<file path="config.mk">
export PLATFORM = sky130hd
export DESIGN_NAME = pal_dma_ctrl
export DESIGN_NICKNAME = d
export VERILOG_FILES = /design/src/rtl/pal_dma_ctrl.sv
export SDC_FILE = /design/constraint.sdc
export NUM_CORES = 1
export LEC_CHECK = 0
export ABC_AREA = 0
export BUFFER_PORTS_ARGS = -buffer_cell sky130_fd_sc_hd__buf_2
export CAP_MARGIN = 20
export CELL_PAD_IN_SITES_DETAIL_PLACEMENT = 1
export CELL_PAD_IN_SITES_GLOBAL_PLACEMENT = 1
export CORE_MARGIN = 1.5
export CORE_UTILIZATION = 35
export CTS_CLUSTER_DIAMETER = 40
export CTS_CLUSTER_SIZE = 30
export DETAILED_ROUTE_END_ITERATION = 16
export GPL_TIMING_DRIVEN = 0
export PLACE_DENSITY = 0.78
export SYNTH_ARGS = -nofsm -noshare
export SYNTH_HDL_FRONTEND = slang
export SYNTH_SLANG_ARGS = --single-unit
</file>
<file path="constraint.sdc">
create_clock -name clk -period 5.8 [get_ports clk]
set_clock_uncertainty 0.05 [all_clocks]
set_input_delay 1.16 -clock clk [delete_from_list [all_inputs] [get_ports clk]]
set_output_delay 1.16 -clock clk [all_outputs]
set_load 0.005 [all_outputs]
</file>
<file path="src/rtl/pal_dma_ctrl.sv">
// Palette DMA controller: copies a block of 16-bit words from source memory
// into the palette RAM, one word at a time, writing only inside vblank.
module pal_dma_ctrl #(
   parameter int SRC_AW = 20,
   parameter int PAL_AW = 13
) (
   input  logic              clk,
   input  logic              reset_n,
   input  logic              start,
   input  logic              abort,
   input  logic [SRC_AW-1:0] src_base,
   input  logic [PAL_AW-1:0] dst_base,
   input  logic [PAL_AW:0]   count,
   input  logic              vblank,
   output logic              rd_req,
   output logic [SRC_AW-1:0] rd_addr,
   input  logic              rd_ack,
   input  logic [15:0]       rd_data,
   output logic              pal_req,
   output logic              pal_we,
   output logic [PAL_AW-1:0] pal_addr,
   output logic [15:0]       pal_din,
   output logic              busy,
   output logic              done
);

   typedef enum logic [1:0] {IDLE, FETCH, WRITE, FINISH} state_t;

   localparam logic [PAL_AW:0] LAST_WORD = {{PAL_AW{1'b0}}, 1'b1};

   state_t            state, state_nx;
   logic [SRC_AW-1:0] src_ptr;
   logic [PAL_AW-1:0] dst_ptr;
   logic [PAL_AW:0]   remaining;
   logic [15:0]       data_q;
   logic              accept;
   logic              capture;
   logic              wr_fire;

   // Next-state and strobe decode; abort overrides every transition.
   always_comb begin
      state_nx = state;
      accept   = 1'b0;
      capture  = 1'b0;
      wr_fire  = 1'b0;
      rd_req   = 1'b0;
      pal_req  = 1'b0;
      pal_we   = 1'b0;
      done     = 1'b0;
      case (state)
         IDLE: begin
            if (start && !abort) begin
               accept   = 1'b1;
               state_nx = (count == '0) ? FINISH : FETCH;
            end
         end
         FETCH: begin
            rd_req = 1'b1;
            // An ack landing together with abort is dropped.
            if (rd_ack && !abort) begin
               capture  = 1'b1;
               state_nx = WRITE;
            end
         end
         WRITE: begin
            // Hold the captured word until the palette window opens.
            if (vblank) begin
               pal_req  = 1'b1;
               pal_we   = 1'b1;
               wr_fire  = 1'b1;
               state_nx = (remaining == LAST_WORD) ? FINISH : FETCH;
            end
         end
         FINISH: begin
            done     = !abort;
            state_nx = IDLE;
         end
         default: state_nx = IDLE;
      endcase
      if (abort) state_nx = IDLE;
   end

   // Address/data buses are zeroed whenever their strobe is low.
   assign busy     = (state != IDLE);
   assign rd_addr  = rd_req ? src_ptr : '0;
   assign pal_addr = pal_we ? dst_ptr : '0;
   assign pal_din  = pal_we ? data_q  : '0;

   // State register.
   always_ff @(posedge clk or negedge reset_n) begin
      if (!reset_n) state <= IDLE;
      else          state <= state_nx;
   end

   // Pointers, remaining count and the captured word; pointers wrap naturally.
   always_ff @(posedge clk or negedge reset_n) begin
      if (!reset_n) begin
         src_ptr   <= '0;
         dst_ptr   <= '0;
         remaining <= '0;
         data_q    <= '0;
      end else begin
         if (accept) begin
            src_ptr   <= src_base;
            dst_ptr   <= dst_base;
            remaining <= count;
         end
         if (capture) data_q <= rd_data;
         if (wr_fire) begin
            src_ptr   <= src_ptr + 1'b1;
            dst_ptr   <= dst_ptr + 1'b1;
            remaining <= remaining - 1'b1;
         end
      end
   end

endmodule

</file>
# Word level (Yosys, flattened, before mapping)

Index checks and enable logic that the tools add are counted.

Equal/unequal tests: 7
Reductions and logical operators: 8
Mux-type cells: 24
Add/subtract/negate cells: 3

Operators with widths:

| cell                                                                 | number |
|---|---|
| 20-bit 2-to-1 mux                                                    | 3 |
| 13-bit 2-to-1 mux                                                    | 3 |
| 14-bit 2-to-1 mux                                                    | 2 |
| 20-bit by 1-bit adder with 20-bit output, second input constant      | 1 |
| 16-bit 2-to-1 mux                                                    | 1 |
| 14-bit by 1-bit == test with 1-bit output, second input constant     | 1 |
| 14-bit logical NOT                                                   | 1 |
| 14-bit by 1-bit subtractor with 14-bit output, second input constant | 1 |
| 13-bit by 1-bit adder with 13-bit output, second input constant      | 1 |
| 2-bit 2-to-1 mux                                                     | 6 |
| 3-bit inequality test, second input constant                         | 3 |
| 1-bit 2-to-1 mux                                                     | 8 |
| 2-bit case mux with 4 select lines                                   | 1 |
| 2-bit == test, second input constant                                 | 2 |
| 2-bit nonzero test                                                   | 2 |
| 3-bit AND reduction                                                  | 1 |
| 2-bit by 1-bit == test with 1-bit output, second input constant      | 1 |
| 1-bit logical AND                                                    | 2 |
| 2-bit logical NOT                                                    | 1 |
| 1-bit logical NOT                                                    | 1 |

Bits in registers: 65
Logic and storage cells: 47
Output and inout port bits: 54
Input bits: 69

# Longest topological paths before layout

Gate-level depths: netlist of the first run.

Depth after elaboration: 6
Depth in mapped cells: 8
Mapped depth without buffers: 6

# Worst setup path before layout of the first run

Ideal clock, no wire load.

Kind: input -> output
From: input vblank
To: output pal_din[10]
Slack: 2330 ps
Cell stages on the path: 6
Arrival: 2260 ps
Data required time: 4590 ps
Buffers on the path: 3
Path through: nand3b_1 -> inv_1 -> buf_2 -> clkbuf_1 -> clkbuf_1 -> and2_1

Longest elaborated chain between the ends: 3

Ends and longest elaborated chain:

| item                          | line | RTL |
|---|---|---|
| start: declaration            | 14   | `input logic vblank,` |
| 1-bit 2-to-1 mux (2 in a row) | n/a  |  |
| via pal_req                   | 19   | `output logic pal_req,` |
| 16-bit 2-to-1 mux             | 87   | `assign pal_din = pal_we ? data_q : '0;` |
| end: declaration              | 22   | `output logic [15:0] pal_din,` |

The timed path passes the listed nets, and every way through them passes these cells.

# Worst setup path in the final report of the first run

From: input vblank
To: output pal_din[13]

Longest elaborated chain between the ends: 3

Ends and longest elaborated chain:

| item              | line | RTL |
|---|---|---|
| 1-bit 2-to-1 mux  | 67   | `if (vblank) begin` |
| 1-bit 2-to-1 mux  | 50   | `case (state)` |
| 16-bit 2-to-1 mux | 87   |  |

Every way passes these cells.

==> results of run 1 <==
[power breakdown]
group	internal [W]	switching (W)
Sequential	0.000564	0.000108
Clock	0.000210	0.000181
Combinational	0.000155	0.000177
[per-stage QoR]
stage	cell area (um2)	hold WS [ns]	utilization, %	total power, W	worst slack [ns]
2_1_floorplan	3730	0.399	-	0.000861	2.33
3_3_place_gp	4510	0.417	43.7	0.000980	1.52
3_5_place_dp	4510	0.438	43.7	0.00101	1.47
4_1_cts	4700	0.447	45.5	0.00140	1.45
5_1_grt	4700	0.463	45.5	0.00148	1.30
6_report	4700	0.447	45.5	0.00140	1.46
[flip-flops by register name (all words and copies together), names as in the netlist]
| name | cells |
|---|---|
| data_q | 16 |
| state | 2 |
| remaining | 14 |
| src_ptr | 20 |
| dst_ptr | 13 |
[per-layer routing]
| metal | vias up | global-route usage, % | part of all wire (%) |
|---|---|---|---|
| met5 | - | 0 | 0 |
| met4 | 0 | 8.01 | 1.7 |
| li1 | 1782 | - | - |
| met1 | 1869 | 30.1 | 43 |
| met2 | 141 | 39.9 | 48 |
| met3 | 18 | 5.21 | 7.5 |
[synthesized netlist by cell type (9+ instances only)]
cell type | instances | area [um2]
a211oi_1 | 12 | 90.1
dfrtp_1 | 65 | 1630
nand2_1 | 39 | 146
nand3_1 | 17 | 85.1
o21ai_0 | 9 | 45.0
inv_1 | 11 | 41.3
and2_1 | 47 | 294
clkbuf_1 | 19 | 71.3
nor4_1 | 16 | 100
a21oi_1 | 11 | 55.1
nor2_1 | 40 | 150
mux2_2 | 16 | 180
nor3_1 | 17 | 85.1
[cell families (layout without fill, tap and decap cells)]
group           after synthesis  count (layout)  share of synthesized area [%]
flops                        65              65                           43.6
mux                          17              17                           5.10
buf+inv                      38             176                           4.13
xor+xnor                      2               2                          0.470
fa+ha+maj                     4               4                           1.34
simple gates                210             210                           29.8
compound gates               79              79                           15.5
[area by class of cell]
type / count / area share, %
clock buffers: 13 / 3.17
inverters: 11 / 0.879
repair buffers: 122 / 13.0
flip-flops and latches: 65 / 34.6
clock inverters: 3 / 0.852
plain buffers: 27 / 2.40
well taps: 136 / 3.62
multi-input cells: 312 / 41.4
[worst register-to-register path, stage by stage, from the launching register on]
cell	delay, ns
dfrtp_1	0.37
buf_2	0.18
nor4b_2	0.48
clkbuf_1	0.53
buf_1	0.54
nand2_1	0.13
o211ai_1	0.11
[final timing paths]
check | to | slack [ns] | cells past startpoint
max in group asynchronous | data_q[6] | 4.24 | 1
hold / removal | remaining[11] | 0.45 | 1
setup reg to reg | remaining[4] | 3.33 | 6
setup / recovery | pal_din[13] | 1.46 | 8
min in group asynchronous | src_ptr[3] | 0.85 | 1
hold reg to reg | remaining[11] | 0.45 | 1
==> impl_results.md, run 1 <==
* P_leak at 2.15 nW
* Max_slew headroom at 36.0%
* Die height at 106 um
* # IOs at 123
* Root Buffer: clkbuf_8
* CTS tree: done
* Period utilisation layout at 74.8%
* Crit. End Element: output pin
* DR pass1 iterations at 4
* Final setup viols at 0
* Die area at 11300 um2
* Die Span X at 106 um
* Main synth FF type: dfrtp_1
* Sink Count at 65
* Hold Startpoint: remaining[11]
* Initial Utilization at 36.1%
* Max Cap Viol at 0
* Final global-route overflow total at 0
* First-pass GRT wire length at 20800 um
* Inst Count DP at 673
* Slowest stage delay, CP at 0.48 ns
* Yosys warnings at 0
* DRC errors left at 0
* Share of layout cells above drive strength 1 at 30.0%
* Multi-input combinational cell area at 1950 um2
* Area Overhead vs Synth at 26.1%
* Post-Route WL at 12800 um
* Clock Path Buffers at 2
* Unique cell type count in the Yosys netlist at 57
* Crit path launch: vblank
* Skew-Pair Late Insertion Delay at 0.36 ns
* IO buf count at 122
* CTS clk-pin slew, worst paths at 0.07 ns
* Worst path buffer plus inverter count at 6
* CP max stage cell: clkbuf_1
* Register bit total from synthesis at 65
* CP arrival at 3.13 ns
* Worst slew pin tran at 0.951 ns
* Crit path kind: in -> out
* H-Tree Depth at 3
* Power Density at 297 nW/um2
* GRT Overall Usage at 23.7%
* Delay-heaviest family, CP: buffers and inverters
* Post-DP HPWL at 9320 um
* Final Critical Period at 4.34 ns
* Max Freq at 230 MHz
* Routability cong. at 0.803
* Initial antenna violation count at 0
* CTS Hold Bufs at 0
* Fill cell count at 1284
* Crit start category: input port
* Via density at 5.53
* Commonest non-fill, non-tap cells in the layout: buf_2 (127), dfrtp_1 (65), and2_1 (47), nor2_1 (40), nand2_1 (39)
* Worst-path maximum fanout at 11
* Outcome: finished, final reports clean
* Mapped cell area at 3730 um2
* Starting DRC count in detailed routing at 206
* Via count of the routed design at 3810
* Final-stage net count at 621
* Cell count after synthesis at 415
* Cell mode on critical path: buf_2
* Final cell count without fillers at 689
* Post-CTS Resized at 0
* Commonest non-fill, non-tap cell in the layout: buf_2
* CP required at 4.59 ns
* FP Rows at 37
* Register area share after synthesis at 43.6%
* Final Hold Fails at 0
* Post-synth EDFFs at 0
* Worst hold path class: reg -> reg
* Antenna-violating nets left at 0
* FF+latch area at 1630 um2
* Avg Cell Area, Syn at 8.98 um2
* Max-slew violations at 0
* Reg2reg start: state[0]
* Max rail drop VDD at 0.000125 V
* Fraction of registers with async set/reset at 100%
* Ant. Diodes at 0
* Setup TNS at 0 ns
* Total CTS buffers at 9
* Vias in the first global route at 4095
* RSZ-0062 raised after global routing: no
* Sequence of cells on the critical path: buf_2 -> nand3b_1 -> inv_1 -> buf_2 -> clkbuf_1 -> clkbuf_1 -> and2_1 -> buf_2
* Avg WL per Cell at 18.6 um
* Core area at 10300 um2
* Syn_nets at 488
* Post-CTS Setup Inserts at 0
* Largest net degree at the start of global routing at 66
(Power assumes the default switching activity.)
==> inputs of run 2 (changes only) <==
==> config.mk (replaced) <==
export PLATFORM = sky130hd
export DESIGN_NAME = pal_dma_ctrl
export DESIGN_NICKNAME = d
export VERILOG_FILES = /design/src/rtl/pal_dma_ctrl.sv
export SDC_FILE = /design/constraint.sdc
export NUM_CORES = 1
export LEC_CHECK = 0
export ABC_AREA = 1
export BUFFER_PORTS_ARGS = -buffer_cell sky130_fd_sc_hd__buf_2
export CAP_MARGIN = 20
export CELL_PAD_IN_SITES_DETAIL_PLACEMENT = 1
export CELL_PAD_IN_SITES_GLOBAL_PLACEMENT = 1
export CORE_MARGIN = 1.5
export CORE_UTILIZATION = 33
export CTS_CLUSTER_DIAMETER = 40
export CTS_CLUSTER_SIZE = 30
export DETAILED_ROUTE_END_ITERATION = 16
export GPL_TIMING_DRIVEN = 0
export PLACE_DENSITY = 0.8
export SYNTH_ARGS = -nofsm -noshare
export SYNTH_HDL_FRONTEND = slang
export SYNTH_SLANG_ARGS = --single-unit
==> constraint.sdc (replaced) <==
create_clock -name clk -period 3.82 [get_ports clk]
set_clock_uncertainty 0.05 [all_clocks]
set_input_delay 0.764 -clock clk [delete_from_list [all_inputs] [get_ports clk]]
set_output_delay 0.764 -clock clk [all_outputs]
set_load 0.005 [all_outputs]
==> run 2 against run 1 <==
  * Area after synthesis is 13% higher
  * Critical path depth fell by 3
  * Sequential share of layout area decreased by 4.6 points
  * Total power rose to 2.9 times the previous value
  * Register-to-register slack got worse by 1.5 ns
==> impl_results.md, run 2 <==
* Via density at 5.05
* Sw frac at 43.9%
* Final setup viols at 0
* P_sw at 0.00177 W
* Die area at 13500 um2
* Worst-path maximum fanout at 10
* Final Critical Period at 2.76 ns
* Power Density at 744 nW/um2
* Vias in the first global route at 5057
* Slowest stage delay, CP at 0.48 ns
* Largest net degree at the start of global routing at 66
* Die Span X at 116 um
* Clock power share at 24.8%
* Root Buffer: clkbuf_16
* Antenna-violating nets left at 0
* Via count of the routed design at 4778
* Synth top area cells: dfrtp_1 (38%), nand2_1 (13%), nor2_1 (11%), inv_1 (7.3%), nand3_1 (6.3%)
* Most common cell in the netlist: nand2_1
* CTS Hold Bufs at 0
* DRC errors left at 0
* FP Rows at 41
* Post-synth EDFFs at 0
* Cell mode on critical path: nor2_1
* IO buf count at 122
* Largest register FFs at 20
* Final-stage net count at 842
* Post-CTS Setup Inserts at 0
* Max_slew headroom at 41.4%
* Sequence of cells on the critical path: nor2_1 -> inv_1 -> clkbuf_1 -> nor2_1 -> buf_2
* Crit start category: flop
* Top reg by flops: src_ptr
* Share of layout cells above drive strength 1 at 22.6%
* Worst slew pin tran at 0.880 ns
* Largest registers: src_ptr (20), data_q (16), remaining (14)
* CP arrival at 1.95 ns
* Cell count after synthesis at 636
* Flop pwr share at 33.5%
* Initial Utilization at 33.6%
* Commonest non-fill, non-tap cell in the layout: nand2_1
* Final cell count without fillers at 947
* Starting DRC count in detailed routing at 194
* Unique cell type count in the Yosys netlist at 34
* CP required at 3.01 ns
* Max Cap Viol at 0
* H-Tree Depth at 3
* Initial antenna violation count at 0
* Final global-route overflow total at 0
* Routability cong. at 0.844
* Total CTS buffers at 9
* Max-slew violations at 0
* Max rail drop VDD at 0.000226 V
* P_leak at 2.83 nW
* Post-CTS Resized at 0
* CTS clk-pin slew, worst paths at 0.06 ns
* Fraction of registers with async set/reset at 100%
* Main synth FF type: dfrtp_1
* Register area share after synthesis at 38.5%
* Core area at 12600 um2
* Power share of the combinational group at 41.7%
* Area Overhead vs Synth at 28.0%
* Skew-Pair Late Insertion Delay at 0.34 ns
* CP max stage cell: dfrtp_1
* Final Hold Fails at 0
* CTS tree: done
* Post-Route WL at 15800 um
* Avg WL per Cell at 16.7 um
* Crit. End Element: output pin
* RSZ-0062 raised after global routing: no
* Fill cell count at 1681
* Post-synth top cells: nand2_1 (144), nor2_1 (128), inv_1 (82)
* Worst path buffer plus inverter count at 3
* Clock Path Buffers at 2
* Sink Count at 65
* Avg Cell Area, Syn at 6.65 um2
* # IOs at 123
* Max Freq at 362 MHz
* Largest area contributor in the netlist: dfrtp_1
* DR pass1 iterations at 4
* Post-DP HPWL at 11800 um
* Internal cell power at 0.00226 W
* Delay-heaviest family, CP: buffers and inverters
* Worst hold path class: reg -> reg
* Syn_nets at 709
* Register bit total from synthesis at 65
* Outcome: finished, final reports clean
* Yosys warnings at 0
* First-pass GRT wire length at 24800 um
* Inst Count DP at 930
* Mapped cell area at 4230 um2
* Crit path kind: reg -> out
* Die height at 116 um
* Commonest non-fill, non-tap cells in the layout: nand2_1 (144), buf_2 (135), nor2_1 (128), inv_1 (82), dfrtp_1 (65)
* Post-synth top area share at 38.5%
* Period utilisation layout at 72.4%
* Util after Layout at 43.1%
* GRT Overall Usage at 24.1%
* Setup TNS at 0 ns
-- run 2: changes by cell type after synthesis, sizes merged, moves of 15 or more --
cell and delta:
nand3 +38, clkbuf -17, nor2 +94, and2 -47, nand2 +106, nor4 -15, inv +74, mux2 -16
o21ai +28
-- run 2: layer usage --
layer	global-route usage [%]	up-vias	part of all wire (%)
met4	7.32	0	1.6
met3	3.84	16	3.8
met1	28.7	2358	42
met2	44.6	102	53
li1	-	2302	-
met5	0	-	0
-- run 2: power groups by stage --
stage / registers (W) / logic, W / clock network, W
2_1_floorplan: 0.00125 / 0.00112 / 0
3_3_place_gp: 0.00133 / 0.00158 / 0
5_1_grt: 0.00139 / 0.00190 / 0.00104
6_report: 0.00135 / 0.00168 / 0.000999
4_1_cts: 0.00134 / 0.00169 / 0.00101
3_5_place_dp: 0.00135 / 0.00166 / 0
-- run 2: worst register-to-register path, stage by stage, from the launching register on --
cell and delay, ns:
dfrtp_1 0.49, ha_1 0.35, nand2_1 0.11, nor2_1 0.29
nand2_1 0.18, o21ai_0 0.19, nand3_1 0.09, nand2_1 0.06
nand2_1 0.05
-- run 2: cells by family after synthesis --
group                      share of synthesized area, %
AOI/OAI and AO/OA                                  13.0
xor gates and xnor gates                          0.622
adders and majority gates                          1.18
buffers and inverters                              11.3
DFF                                                38.5
and+or+nand+nor                                    35.4
-- run 2: layout make-up --
cell class                      instances  area [um2]  area share (%)
Multi-Input combinational cell        460        2120            39.3
Antenna cell                            1        2.50          0.0462
Timing Repair Buffer                  122         613            11.3
Clock inverter                          6         115            2.13
Buffer                                 24         149            2.75
Sequential cell                        65        1630            30.1
Inverter                               87         328            6.06
Tap cell                              172         215            3.98
Clock buffer                           10         239            4.42
-- run 2: worst paths after layout --
| path | startpoint | end | slack [ns] | depth (start not counted) |
|---|---|---|---|---|
| worst min register to register | dst_ptr[12] | dst_ptr[12] | 0.46 | 2 |
| worst max-delay path | state[1] | rd_addr[11] | 1.06 | 5 |
| max in group asynchronous | reset_n | src_ptr[10] | 2.65 | 1 |
| worst max register to register | src_ptr[0] | src_ptr[16] | 1.86 | 8 |
| min in group asynchronous | reset_n | remaining[8] | 0.50 | 1 |
| worst min-delay path | dst_ptr[12] | dst_ptr[12] | 0.46 | 2 |
-- run 2: through the flow --
stage          setup slack [ns]  hold WS [ns]  cell area (um2)  power (W)
3_5_place_dp               1.17         0.453             5060    0.00301
5_1_grt                   0.924         0.499             5410    0.00433
4_1_cts                    1.07         0.469             5410    0.00404
3_3_place_gp               1.22         0.437             5050    0.00291
2_1_floorplan              1.68         0.418             4230    0.00237
6_report                   1.06         0.464             5410    0.00403
==> inputs of run 3 (changes only) <==
--- a/config.mk
+++ b/config.mk
@@ -11,7 +11,7 @@
 export CELL_PAD_IN_SITES_DETAIL_PLACEMENT = 1
 export CELL_PAD_IN_SITES_GLOBAL_PLACEMENT = 1
 export CORE_MARGIN = 1.5
-export CORE_UTILIZATION = 33
+export CORE_UTILIZATION = 35
 export CTS_CLUSTER_DIAMETER = 40
 export CTS_CLUSTER_SIZE = 30
 export DETAILED_ROUTE_END_ITERATION = 16
==> constraint.sdc (replaced) <==
create_clock -name clk -period 2.8 [get_ports clk]
set_clock_uncertainty 0.05 [all_clocks]
set_input_delay 0.56 -clock clk [delete_from_list [all_inputs] [get_ports clk]]
set_output_delay 0.56 -clock clk [all_outputs]
set_load 0.005 [all_outputs]
==> run 3 against run 2 <==
  * Critical path depth grew 1
  * Global-route usage rose by 1.6 points
  * Cell count decreased by 3.1%
==> impl_results.md, run 3 (synthesis gave the netlist of run 2 again) <==
* Crit start category: flop
* DRC errors left at 0
* Routability cong. at 0.875
* Avg WL per Cell at 17.3 um
* Via count of the routed design at 4858
* Power Density at 993 nW/um2
* Final Hold Fails at 0
* Die Span X at 113 um
* Post-CTS Resized at 0
* FF-to-FF setup slack at 0.86 ns
* Via density at 5.29
* Ant. Diodes at 0
* Antenna-violating nets left at 0
* Largest register FFs at 20
* Post-DP HPWL at 12000 um
* Max_slew headroom at 60.9%
* Die area at 12700 um2
* Top reg by flops: src_ptr
* CP arrival at 1.93 ns
* Largest registers: src_ptr (20), data_q (16), remaining (14)
* Post-Route WL at 15800 um
* Root Buffer: clkbuf_16
* Total CTS buffers at 9
* Vias in the first global route at 5208
* Max rail drop VDD at 0.000336 V
* Share of layout cells above drive strength 1 at 22.7%
* IO buf count at 122
* RSZ-0062 raised after global routing: no
* P_leak at 2.81 nW
* Max-slew violations at 0
* Clock Path Buffers at 2
* # IOs at 123
* Initial Utilization at 36.4%
* Setup TNS at 0 ns
* Post-CTS Setup Inserts at 0
* First-pass GRT wire length at 25800 um
* DR pass1 iterations at 4
* Max Cap Viol at 0
* Final Critical Period at 2.54 ns
* Reg2reg start: src_ptr[0]
* GRT Overall Usage at 25.7%
* Critical path endpoint: rd_addr[12]
* Largest net degree at the start of global routing at 38
* Outcome: finished, final reports clean
* Initial antenna violation count at 0
* Final Total Pwr at 0.00531 W
* CTS clk-pin slew, worst paths at 0.06 ns
* Crit. End Element: output pin
* Area Overhead vs Synth at 26.5%
* Final global-route overflow total at 0
* Worst hold path class: in -> async
* Sink Count at 65
* Crit path kind: reg -> out
* Die height at 113 um
* Final setup viols at 0
* Starting DRC count in detailed routing at 192
* Core area at 11600 um2
* Worst slew pin tran at 0.582 ns
* H-Tree Depth at 3
* Worst-path maximum fanout at 10
* Skew-Pair Late Insertion Delay at 0.34 ns
* Max Freq at 394 MHz
* Final-stage net count at 843
* FF-to-FF End: src_ptr[16]
* Crit path launch: state[0]
* CP required at 2.19 ns
* Commonest non-fill, non-tap cells in the layout: nand2_1 (144), buf_2 (135), nor2_1 (128), inv_1 (82), dfrtp_1 (65)
* CTS tree: done
* Commonest non-fill, non-tap cell in the layout: nand2_1
* CTS Hold Bufs at 0
* FP Rows at 39
* Period utilisation layout at 90.7%
* R2R cell count at 8
[run 3: changes by cell type in the layout (fill, tap and decap cells not counted), sizes merged]
cell      before  now
bufinv         3    1
clkinv         4    5
diode          1    0
clkinvlp       1    2
buf          144  145
[run 3: per-layer routing]
metal / GRT usage [%] / vias to the layer above / share of wire [%]
met5: 0 / - / 0
met4: 8.50 / 0 / 2.0
met3: 3.21 / 27 / 4.6
met2: 47.9 / 127 / 52
met1: 30.6 / 2397 / 42
li1: - / 2307 / -
[run 3: layout make-up]
| cell class | count | area, um2 |
|---|---|---|
| Fill cell | 1588 | 6270 |
| Multi-Input combinational cell | 460 | 2120 |
| Sequential cell | 65 | 1630 |
| Timing Repair Buffer | 123 | 633 |
| Inverter | 87 | 328 |
| Clock buffer | 10 | 239 |
| Tap cell | 143 | 179 |
| Buffer | 24 | 149 |
| Clock inverter | 6 | 67.6 |
[run 3: report_power, final]
group	leakage, nW	total (W)	internal [W]	switching (W)
clock	0.145	0.00118	0.000715	0.000461
sequential	0.759	0.00184	0.00139	0.000448
combinational	1.91	0.00229	0.000793	0.00150
total	2.81	0.00531	0.00290	0.00241
[run 3: worst max-delay path: stages, from the launching register on]
cell and delay [ns]:
dfrtp_1 0.40, inv_2 0.11, nor2_1 0.32, inv_1 0.13, clkbuf_1 0.30, nor2_1 0.19, buf_2 0.14
[run 3: how the worst min path moves through the flow]
stage           startpoint          end  slack, ns
2_1_floorplan      reset_n    data_q[0]       0.21
3_3_place_gp   src_ptr[19]  src_ptr[19]       0.44
3_5_place_dp    data_q[15]   data_q[15]       0.45
4_1_cts            reset_n  src_ptr[15]       0.12
5_1_grt            reset_n  src_ptr[15]       0.14
6_report           reset_n  src_ptr[15]       0.11
[run 3: per-stage QoR]
stage | utilization [%] | setup WS (ns) | cells | hold WS, ns | cell area, um2
2_1_floorplan | - | 1.06 | 636 | 0.214 | 4230
3_3_place_gp | 43.2 | 0.609 | 901 | 0.440 | 5020
3_5_place_dp | 43.4 | 0.600 | 902 | 0.454 | 5040
4_1_cts | 46.0 | 0.257 | 918 | 0.119 | 5350
5_1_grt | 46.0 | 0.130 | 918 | 0.137 | 5350
6_report | 46.0 | 0.262 | 918 | 0.107 | 5350
